File: src/rtl/soc_system_adc_pio_pkg.sv
// Shared constants for the ADC sample PIO: register map, bit positions and
// default sizing.
package soc_system_adc_pio_pkg;

    localparam int DATA_W_DEF     = 20;
    localparam int FIFO_DEPTH_DEF = 8;

    // Avalon-MM word addresses
    localparam logic [2:0] ADDR_DATA     = 3'd0;
    localparam logic [2:0] ADDR_FIFO     = 3'd1;
    localparam logic [2:0] ADDR_IRQ_MASK = 3'd2;
    localparam logic [2:0] ADDR_STATUS   = 3'd3;
    localparam logic [2:0] ADDR_CONTROL  = 3'd4;

    // STATUS / FIFO read layout
    localparam int STATUS_OVF_BIT   = 8;
    localparam int STATUS_EMPTY_BIT = 9;
    localparam int STATUS_FULL_BIT  = 10;
    localparam int FIFO_VALID_BIT   = 31;

    // CONTROL layout
    localparam int CTRL_ENABLE_BIT = 0;
    localparam int CTRL_FLUSH_BIT  = 1;

endpackage

File: src/rtl/soc_system_adc_pio_fifo.sv
// Synchronous sample FIFO. Flush wins over push/pop; a push while full is
// accepted only when a pop frees a slot on the same edge. Depth must be a
// power of two (>= 2) so the pointers wrap by natural overflow.
module soc_system_adc_pio_fifo #(
    parameter int DATA_W     = 20,
    parameter int FIFO_DEPTH = 8,
    parameter int CNT_W      = $clog2(FIFO_DEPTH) + 1
) (
    input  logic              clk,
    input  logic              reset_n,
    input  logic              push_i,
    input  logic              pop_i,
    input  logic              flush_i,
    input  logic [DATA_W-1:0] data_i,
    output logic [DATA_W-1:0] data_o,
    output logic [CNT_W-1:0]  count_o,
    output logic              full_o,
    output logic              empty_o
);

    localparam int AW = $clog2(FIFO_DEPTH);

    logic [DATA_W-1:0] mem_q [FIFO_DEPTH];
    logic [AW-1:0]     wr_ptr_q, wr_ptr_d;
    logic [AW-1:0]     rd_ptr_q, rd_ptr_d;
    logic [CNT_W-1:0]  count_q, count_d;
    logic              do_push;
    logic              do_pop;

    assign full_o  = (count_q == CNT_W'(FIFO_DEPTH));
    assign empty_o = (count_q == '0);
    assign do_pop  = pop_i & ~empty_o;
    assign do_push = push_i & (~full_o | do_pop);
    assign data_o  = mem_q[rd_ptr_q];
    assign count_o = count_q;

    // Next pointers and occupancy; flush returns everything to empty.
    always_comb begin
        wr_ptr_d = wr_ptr_q;
        rd_ptr_d = rd_ptr_q;
        count_d  = count_q;
        if (flush_i) begin
            wr_ptr_d = '0;
            rd_ptr_d = '0;
            count_d  = '0;
        end else begin
            if (do_push) wr_ptr_d = wr_ptr_q + AW'(1);
            if (do_pop)  rd_ptr_d = rd_ptr_q + AW'(1);
            if (do_push && !do_pop)      count_d = count_q + CNT_W'(1);
            else if (!do_push && do_pop) count_d = count_q - CNT_W'(1);
        end
    end

    // Pointer and count registers.
    always_ff @(posedge clk or negedge reset_n) begin
        if (!reset_n) begin
            wr_ptr_q <= '0;
            rd_ptr_q <= '0;
            count_q  <= '0;
        end else begin
            wr_ptr_q <= wr_ptr_d;
            rd_ptr_q <= rd_ptr_d;
            count_q  <= count_d;
        end
    end

    // Sample storage; contents are meaningless once the pointers reset.
    always_ff @(posedge clk) begin
        if (do_push && !flush_i) mem_q[wr_ptr_q] <= data_i;
    end

endmodule

File: src/rtl/soc_system_adc_pio.sv
// ADC sample PIO: synchronises an asynchronous sample bus and strobe, queues
// samples in a FIFO and exposes them over a zero-latency Avalon-MM slave.
module soc_system_adc_pio
    import soc_system_adc_pio_pkg::*;
#(
    parameter int DATA_W     = DATA_W_DEF,
    parameter int FIFO_DEPTH = FIFO_DEPTH_DEF
) (
    input  logic              clk,
    input  logic              reset_n,
    input  logic [2:0]        address,
    input  logic              chipselect,
    input  logic              read_n,
    input  logic              write_n,
    input  logic [31:0]       writedata,
    output logic [31:0]       readdata,
    input  logic [DATA_W-1:0] in_port,
    input  logic              in_strobe,
    output logic              irq
);

    localparam int CNT_W = $clog2(FIFO_DEPTH) + 1;

    logic [DATA_W-1:0] in_meta_q, in_sync_q;
    logic [2:0]        stb_q;        // [0]=stage1, [1]=stage2, [2]=stage3
    logic [1:0]        settle_q;     // fills with ones once the chain holds real samples
    logic              arm_q, arm_d; // set once the strobe has been seen low after reset
    logic [1:0]        irq_mask_q, irq_mask_d;
    logic              enable_q, enable_d;
    logic              overflow_q, overflow_d;

    logic              rd_en, wr_en;
    logic              push_ev, fifo_push, fifo_pop, fifo_flush;
    logic [DATA_W-1:0] fifo_head;
    logic [CNT_W-1:0]  fifo_count;
    logic              fifo_full, fifo_empty;
    logic              unused_wdata;

    assign unused_wdata = ^{writedata[31:9], writedata[7:2]};

    assign rd_en      = chipselect & ~read_n;
    assign wr_en      = chipselect & ~write_n;
    assign push_ev    = stb_q[1] & ~stb_q[2] & arm_q;
    assign fifo_push  = push_ev & enable_q;
    assign fifo_pop   = rd_en & (address == ADDR_FIFO);
    assign fifo_flush = wr_en & (address == ADDR_CONTROL) & writedata[CTRL_FLUSH_BIT];

    // Synchronisers for the sample bus and the strobe edge detector.
    always_ff @(posedge clk or negedge reset_n) begin
        if (!reset_n) begin
            in_meta_q <= '0;
            in_sync_q <= '0;
            stb_q     <= '0;
            settle_q  <= '0;
        end else begin
            in_meta_q <= in_port;
            in_sync_q <= in_meta_q;
            stb_q     <= {stb_q[1:0], in_strobe};
            settle_q  <= {settle_q[0], 1'b1};
        end
    end

    // Next state of the software-visible registers and the strobe arm flag.
    always_comb begin
        irq_mask_d = irq_mask_q;
        enable_d   = enable_q;
        overflow_d = overflow_q;
        arm_d      = arm_q | (settle_q[1] & ~stb_q[1]);
        if (wr_en && address == ADDR_IRQ_MASK) irq_mask_d = writedata[1:0];
        if (wr_en && address == ADDR_CONTROL)  enable_d   = writedata[CTRL_ENABLE_BIT];
        if (wr_en && address == ADDR_STATUS && writedata[STATUS_OVF_BIT]) overflow_d = 1'b0;
        // A dropped sample is reported even if software clears on the same edge.
        if (fifo_push && fifo_full && !fifo_pop && !fifo_flush) overflow_d = 1'b1;
    end

    // Register state.
    always_ff @(posedge clk or negedge reset_n) begin
        if (!reset_n) begin
            irq_mask_q <= '0;
            enable_q   <= 1'b0;
            overflow_q <= 1'b0;
            arm_q      <= 1'b0;
        end else begin
            irq_mask_q <= irq_mask_d;
            enable_q   <= enable_d;
            overflow_q <= overflow_d;
            arm_q      <= arm_d;
        end
    end

    soc_system_adc_pio_fifo #(
        .DATA_W     (DATA_W),
        .FIFO_DEPTH (FIFO_DEPTH),
        .CNT_W      (CNT_W)
    ) u_fifo (
        .clk     (clk),
        .reset_n (reset_n),
        .push_i  (fifo_push),
        .pop_i   (fifo_pop),
        .flush_i (fifo_flush),
        .data_i  (in_sync_q),
        .data_o  (fifo_head),
        .count_o (fifo_count),
        .full_o  (fifo_full),
        .empty_o (fifo_empty)
    );

    // Zero-latency read mux.
    always_comb begin
        readdata = '0;
        case (address)
            ADDR_DATA:     readdata[DATA_W-1:0] = in_sync_q;
            ADDR_FIFO: begin
                if (!fifo_empty) begin
                    readdata[DATA_W-1:0]     = fifo_head;
                    readdata[FIFO_VALID_BIT] = 1'b1;
                end
            end
            ADDR_IRQ_MASK: readdata[1:0] = irq_mask_q;
            ADDR_STATUS: begin
                readdata[4:0]            = 5'(fifo_count);
                readdata[STATUS_OVF_BIT]   = overflow_q;
                readdata[STATUS_EMPTY_BIT] = fifo_empty;
                readdata[STATUS_FULL_BIT]  = fifo_full;
            end
            ADDR_CONTROL:  readdata[CTRL_ENABLE_BIT] = enable_q;
            default:       readdata = '0;
        endcase
    end

    assign irq = (irq_mask_q[0] & ~fifo_empty) | (irq_mask_q[1] & overflow_q);

endmodule

File: config.mk
export PLATFORM = sky130hd
export DESIGN_NAME = soc_system_adc_pio
export DESIGN_NICKNAME = d
export VERILOG_FILES = /design/src/rtl/soc_system_adc_pio_pkg.sv /design/src/rtl/soc_system_adc_pio_fifo.sv /design/src/rtl/soc_system_adc_pio.sv
export SDC_FILE = /design/constraint.sdc
export NUM_CORES = 1
export LEC_CHECK = 0
export ABC_AREA = 1
export BUFFER_PORTS_ARGS = -buffer_cell sky130_fd_sc_hd__buf_2
export CAP_MARGIN = 20
export CELL_PAD_IN_SITES_DETAIL_PLACEMENT = 0
export CELL_PAD_IN_SITES_GLOBAL_PLACEMENT = 1
export CORE_MARGIN = 2
export CORE_UTILIZATION = 50
export CTS_CLUSTER_SIZE = 24
export DETAILED_ROUTE_END_ITERATION = 16
export HOLD_SLACK_MARGIN = 0.15
export PLACE_DENSITY_LB_ADDON = 0.25
export SYNTH_ARGS = -nofsm -noshare
export SYNTH_HDL_FRONTEND = slang
export SYNTH_SLANG_ARGS = --single-unit
File: constraint.sdc
create_clock -name clk -period 6.6 [get_ports clk]
set_input_delay 0.33 -clock clk [delete_from_list [all_inputs] [get_ports clk]]
set_output_delay 0.33 -clock clk [all_outputs]
set_load 0.1 [all_outputs]
# After elaboration in Yosys (flattened, before gate mapping)
# Memory sizes are Yosys's and may differ from the RTL's.
# Cells that the tools add are included.
dict set report word_totals {
  regBits 60
  ramBits 160
  inputBits 61
  word_cells 83
  n_memories 1
}
# name depth width rd rd_ports_with_merged_regs write_ports line_no
set mem_list {}
lappend mem_list {u_fifo.mem_q 8 20 1 0 1 soc_system_adc_pio_fifo.sv:23} ;# logic [DATA_W-1:0] mem_q [FIFO_DEPTH];
dict set report classes {
  addsub 4
  n_eq_ne 5
  n_mux 20
  bitwise 22
  reduce_logical 20
}
# cell count
set ops {}
lappend ops {{20-bit 2-to-1 mux} 1}
lappend ops {{3-bit one-hot mux with 3 select lines} 2}
lappend ops {{9-bit one-hot mux with 2 select lines} 1}
lappend ops {{1-bit bitwise AND} 13}
lappend ops {{3-bit 2-to-1 mux} 4}
lappend ops {{4-bit 2-to-1 mux} 3}
lappend ops {{1-bit logical AND} 10}
lappend ops {{3-bit by 1-bit adder with 3-bit output (second input constant)} 2}
lappend ops {{3-bit by 2-bit == test with 1-bit output (second input constant)} 2}
lappend ops {{1-bit 2-to-1 mux} 6}
lappend ops {{1-bit inverter} 6}
lappend ops {{3-bit one-hot mux with 2 select lines} 1}
lappend ops {{2-bit nonzero test} 3}
lappend ops {{1-bit one-hot mux with 5 select lines} 1}
lappend ops {{4-bit by 1-bit adder with 4-bit output (second input constant)} 1}
lappend ops {{4-bit == test (second input constant)} 1}
lappend ops {{1-bit logical NOT} 4}
lappend ops {{4-bit logical NOT} 1}
lappend ops {{1-bit one-hot mux with 4 select lines} 1}
lappend ops {{4-bit by 1-bit subtractor with 4-bit output (second input constant)} 1}
lappend ops {{3-bit by 1-bit == test with 1-bit output (second input constant)} 1}
lappend ops {{3-bit == test (second input constant)} 1}
lappend ops {{3-bit logical NOT} 1}
lappend ops {{1-bit OR} 3}
lappend ops {{3-bit nonzero test} 1}

# Depth between registers and ports, before layout
dict set report logic_depth {
  ltp_word 11
  mapped_depth 15
}

# Hierarchy
# A second synthesis with hierarchy kept.
dict set report unflattened {
  cells_unflattened 777
  area_unflattened_um2 8884.8
}
# mod instances cells_per_inst area_each_um2
set by_module_without_submodules {}
lappend by_module_without_submodules {soc_system_adc_pio_fifo 1 590 6990.5}
lappend by_module_without_submodules {soc_system_adc_pio 1 187 1894.3}

# Least setup slack after synthesis
# Ideal clock, no wire load.
dict set report synth_path {
  kind {input to register}
  startpoint {input port chipselect}
  endpoint {memory u_fifo.mem_q[4][0], enable pin}
  setup_time_ns 0.422
  arrival_time_ns 2.370
  required_ns 6.178
  slack_ns 3.808
  cell_stages 8
  n_path_buf 0
  cell_sequence {inv_1 nor2_4 nand3_1 nand2_1 nand2_2 nor2_4 nand2_2 nor3_1}
}
dict set report synth_via {
  elab_chain_len 8
}
# element line_no
set synth_rtl {}
lappend synth_rtl {{start: declaration} soc_system_adc_pio.sv:12} ;# input logic chipselect,
lappend synth_rtl {{1-bit bitwise AND} soc_system_adc_pio.sv:41} ;# assign rd_en = chipselect & ~read_n;
lappend synth_rtl {{1-bit bitwise AND} soc_system_adc_pio.sv:45} ;# assign fifo_pop = rd_en & (address == ADDR_FIFO);
lappend synth_rtl {{1-bit bitwise AND} soc_system_adc_pio_fifo.sv:32} ;# assign do_pop = pop_i & ~empty_o;
lappend synth_rtl {{1-bit OR} soc_system_adc_pio_fifo.sv:33} ;# assign do_push = push_i & (~full_o | do_pop);
lappend synth_rtl {{1-bit bitwise AND} soc_system_adc_pio_fifo.sv:33}
lappend synth_rtl {{1-bit logical AND (*)} soc_system_adc_pio_fifo.sv:69} ;# if (do_push && !flush_i) mem_q[wr_ptr_q] <= data_i;
lappend synth_rtl {{1-bit 2-to-1 mux (*)} soc_system_adc_pio_fifo.sv:69}
lappend synth_rtl {{1-bit 2-to-1 mux (implied by the code) (*)} soc_system_adc_pio_fifo.sv:69}
lappend synth_rtl {{end: declaration} soc_system_adc_pio_fifo.sv:23}
# Mark *: on every way between the ends. The rest lies on a longest branch, timed or not.

# Worst setup path in the final report
dict set report layout_path {
  startpoint {register u_fifo.rd_ptr_q[1]}
  endpoint {output port readdata[18]}
}
dict set report layout_via {
  elab_chain_len 3
}
# element line_no
set layout_rtl {}
lappend layout_rtl {{start: declaration} soc_system_adc_pio_fifo.sv:25} ;# logic [AW-1:0] rd_ptr_q, rd_ptr_d;
lappend layout_rtl {{start signal: assignment} soc_system_adc_pio_fifo.sv:62} ;# rd_ptr_q <= rd_ptr_d;
lappend layout_rtl {{memory 8 x 20 bit} n/a}
lappend layout_rtl {{20-bit 2-to-1 mux} soc_system_adc_pio.sv:114} ;# if (!fifo_empty) begin
lappend layout_rtl {{9-bit one-hot mux with 2 select lines} soc_system_adc_pio.sv:111} ;# case (address)
lappend layout_rtl {{end: declaration} soc_system_adc_pio.sv:16} ;# output logic [31:0] readdata,
# No other way between the ends.

==> flow_metrics.py <==
metrics = {
    "place": {
        "placed_cell_area_um2": 9160,
        "hpwl_um": 10200,
        "place_inst": 953,
        "gp_congestion": 0.790,
        "portBuffers": 53,
    },
    "timing": {
        "fin_crit_sh_pct": 54.3,
        "max_slew_margin_pct": 40.6,
        "drv_slew": 0,
        "period_minus_slack_ns": 3.58,
        "worstMarginPinSlew_ns": 0.885,
        "hold_viol_final": 0,
        "finalSetupViolations": 0,
        "max_freq_mhz": 279,
        "rsz0062_at_grt": "false",
        "finalSetupTns_ns": 0,
        "fin_skew_ns": 0.00704,
    },
    "grt": {
        "track_usage_pct": 20.8,
        "grt_max_degree": 82,
        "antenna_found_initial": 0,
        "grt_pass1_vias": 5388,
        "grt_remaining_overflow": 0,
        "grt_pass1_wl_um": 28900,
    },
    "critical_path": {
        "arrival_ns": 3.25,
        "worstPathRequired_ns": 6.27,
        "critical_path_class": "flop to output pin",
        "end_kind": "output pin",
        "critical_path.startpoint_type": "flop",
        "worstPathMaxFanout": 41,
    },
    "clock_network": {
        "numCtsBuffers": 22,
        "cts_resized": 0,
        "cts.sinks": 220,
        "cts_tree": "done",
        "root_buffer": "clkbuf_16",
        "clk_latency_ns": 0.49,
        "clk_pin_slew_worst_paths_ns": 0.06,
        "h-tree-depth": 1,
        "ctsLongestPathBuffers": 3,
    },
    "detailed_routing": {
        "wl_per_cell_um": 18.4,
        "drt_iter0_drc": 527,
        "dr.pass1.iters": 4,
        "drtAntennaViolNets": 0,
        "drt_drc_violations_left": 0,
        "vias": 5478,
        "viasPerCell": 5.39,
        "wl_um": 18700,
    },
    "finish": {
        "syn2layout_area_growth_pct": 16.8,
        "multi_input_area_um2": 2090,
        "fillers": 1390,
        "regArea_um2": 6310,
        "final_nets": 841,
        "antenna_cells": 0,
        "drive_gt1_share_pct": 16.8,
        "design_area_um2": 10100,
        "layout.cells.non_filler": 1016,
    },
    "synth": {
        "synth.avg_cell_area_um2": 12.5,
        "synth_ff_type": "edfxtp_1",
        "ys_async_sr_fraction_pct": 27.3,
        "synth.most_common_cell": "edfxtp_1",
        "synth-edff-count": 160,
        "synth_top_cells_by_count": "edfxtp_1, nor2_1, o21ai_0",
        "synthTopCellsByArea": "edfxtp_1, dfrtp_1, o21ai_0, nor2_1, nand2_1",
        "synth.distinct_cells": 35,
        "synthesis.area_um2": 8670,
        "syn_inst": 693,
        "ys_warn_count": 0,
        "synth_top_area_share_pct": 55.4,
        "yosysTopAreaCell": "edfxtp_1",
        "seq_area_frac_synth_pct": 72.7,
        "ys_ff_latch": 220,
    },
    "die": {
        "die-area_um2": 18400,
        "dieHeight_um": 136,
        "core_area_um2": 17100,
        "die_w_um": 136,
        "row_count": 48,
        "io_pins": 94,
        "start_util_pct": 50.7,
    },
    "min_path": {
        "hold_path.class": "primary input to flop",
    },
    "power": {
        "leakagePower_nw": 3.82,
        "vdd_drop_max_v": 0.000239,
        "p_per_area_nw_per_um2": 393,
    },
    "run": {
        "max_cap_violations": 0,
    },
    "status": {
        "status": "completed",
    },
}
area by class of cell:
| cell class | instances | area share [%] |
|---|---|---|
| clock inverters | 3 | 0.383 |
| well taps | 225 | 2.78 |
| inverters | 29 | 1.07 |
| multi-input cells | 412 | 20.6 |
| clock buffers | 37 | 6.89 |
| flip-flops and latches | 220 | 62.3 |
| repair buffers | 90 | 5.93 |
path summary, 6_finish.rpt:
path	from	to	slack, ns	cells past startpoint
max	u_fifo.rd_ptr_q[1]	readdata[18]	3.02	8
min	writedata[8]	overflow_q	0.18	4
max reg2reg	u_fifo.count_o[0]	u_fifo.count_o[3]	4.51	13
min reg2reg	in_meta_q[16]	in_sync_q[16]	0.34	0
max in group asynchronous	reset_n	u_fifo.rd_ptr_q[0]	5.43	3
min in group asynchronous	reset_n	in_sync_q[4]	0.54	3
cell families after synthesis:
group | Yosys count | synth area share (%)
flip-flops | 220 | 72.7
adder cells (fa/ha/maj) | 5 | 0.808
other | 2 | 0.0866
AND/OR/NAND/NOR | 238 | 11.7
buffers and inverters | 71 | 4.07
XOR/XNOR | 1 | 0.101
AO/OA/AOI/OAI | 156 | 10.5
placed cells by master, fill, tap and decap left out, types with 3 or more instances in the layout:
cell type / n
o211ai_1: 19
o221ai_1: 11
nor2_1: 122
nand3_1: 29
nor2_2: 3
inv_1: 18
o21ai_1: 17
clkbuf_16: 23
a21oi_1: 5
nand2_1: 65
buf_2: 53
buf_4: 14
inv_2: 10
o21ai_0: 94
dlygate4sd3_1: 23
clkbuf_8: 7
nor3_2: 8
clkbuf_1: 7
nand2_2: 4
edfxtp_1: 160
dfrtp_1: 59
conb_1: 12
ha_1: 4
nor2_4: 4
through the flow:
step	utilization (%)	power, mW	setup slack, ns	hold slack (ns)
after CTS	59.2	4.01	3.01	0.159
after floorplan	-	2.51	3.81	0.0344
after global routing	59.2	4.19	2.79	0.198
after detailed placement	53.5	2.77	3.54	0.335
final	59.2	3.98	3.02	0.177
after global placement	53.5	2.72	3.57	0.332
report_power, final:
group	total, mW	internal (mW)	switching (mW)	leakage, nW
clock	1.24	0.755	0.481	0.362
sequential	1.65	1.56	0.0892	2.15
combinational	1.09	0.284	0.809	1.31
total	3.98	2.60	1.38	3.82
routing by layer:
metal / vias up / wire [um] / GRT usage, %
met5: - / 0 / 0
met4: 0 / 344 / 5.73
met3: 26 / 856 / 3.22
met2: 134 / 9140 / 33.9
met1: 2718 / 8330 / 29.3
li1: 2600 / - / -
flip-flops by register name, summed over array words and instances (netlist names):
signal / count
in_sync_q: 20
u_fifo.count_o: 4
stb_q: 3
u_fifo.wr_ptr_q: 3
in_meta_q: 20
enable_q: 1
overflow_q: 1
settle_q: 2
u_fifo.mem_q: 160
u_fifo.rd_ptr_q: 3
arm_q: 1
irq_mask_q: 2
timing repair:
action,4_1_cts,5_1_grt
hold buffers,23,0
endpoints found under the hold margin,83,0
setup buffers,0,0
critical path, stage by stage, from the launching register on:
cell,delay (ns)
dfrtp_1,0.90
buf_4,0.53
inv_2,0.31
nor2_1,0.16
o21ai_0,0.09
o211ai_1,0.13
nand3_1,0.10
nand2_1,0.09
buf_2,0.43
Power figures use the tool's default switching activity.
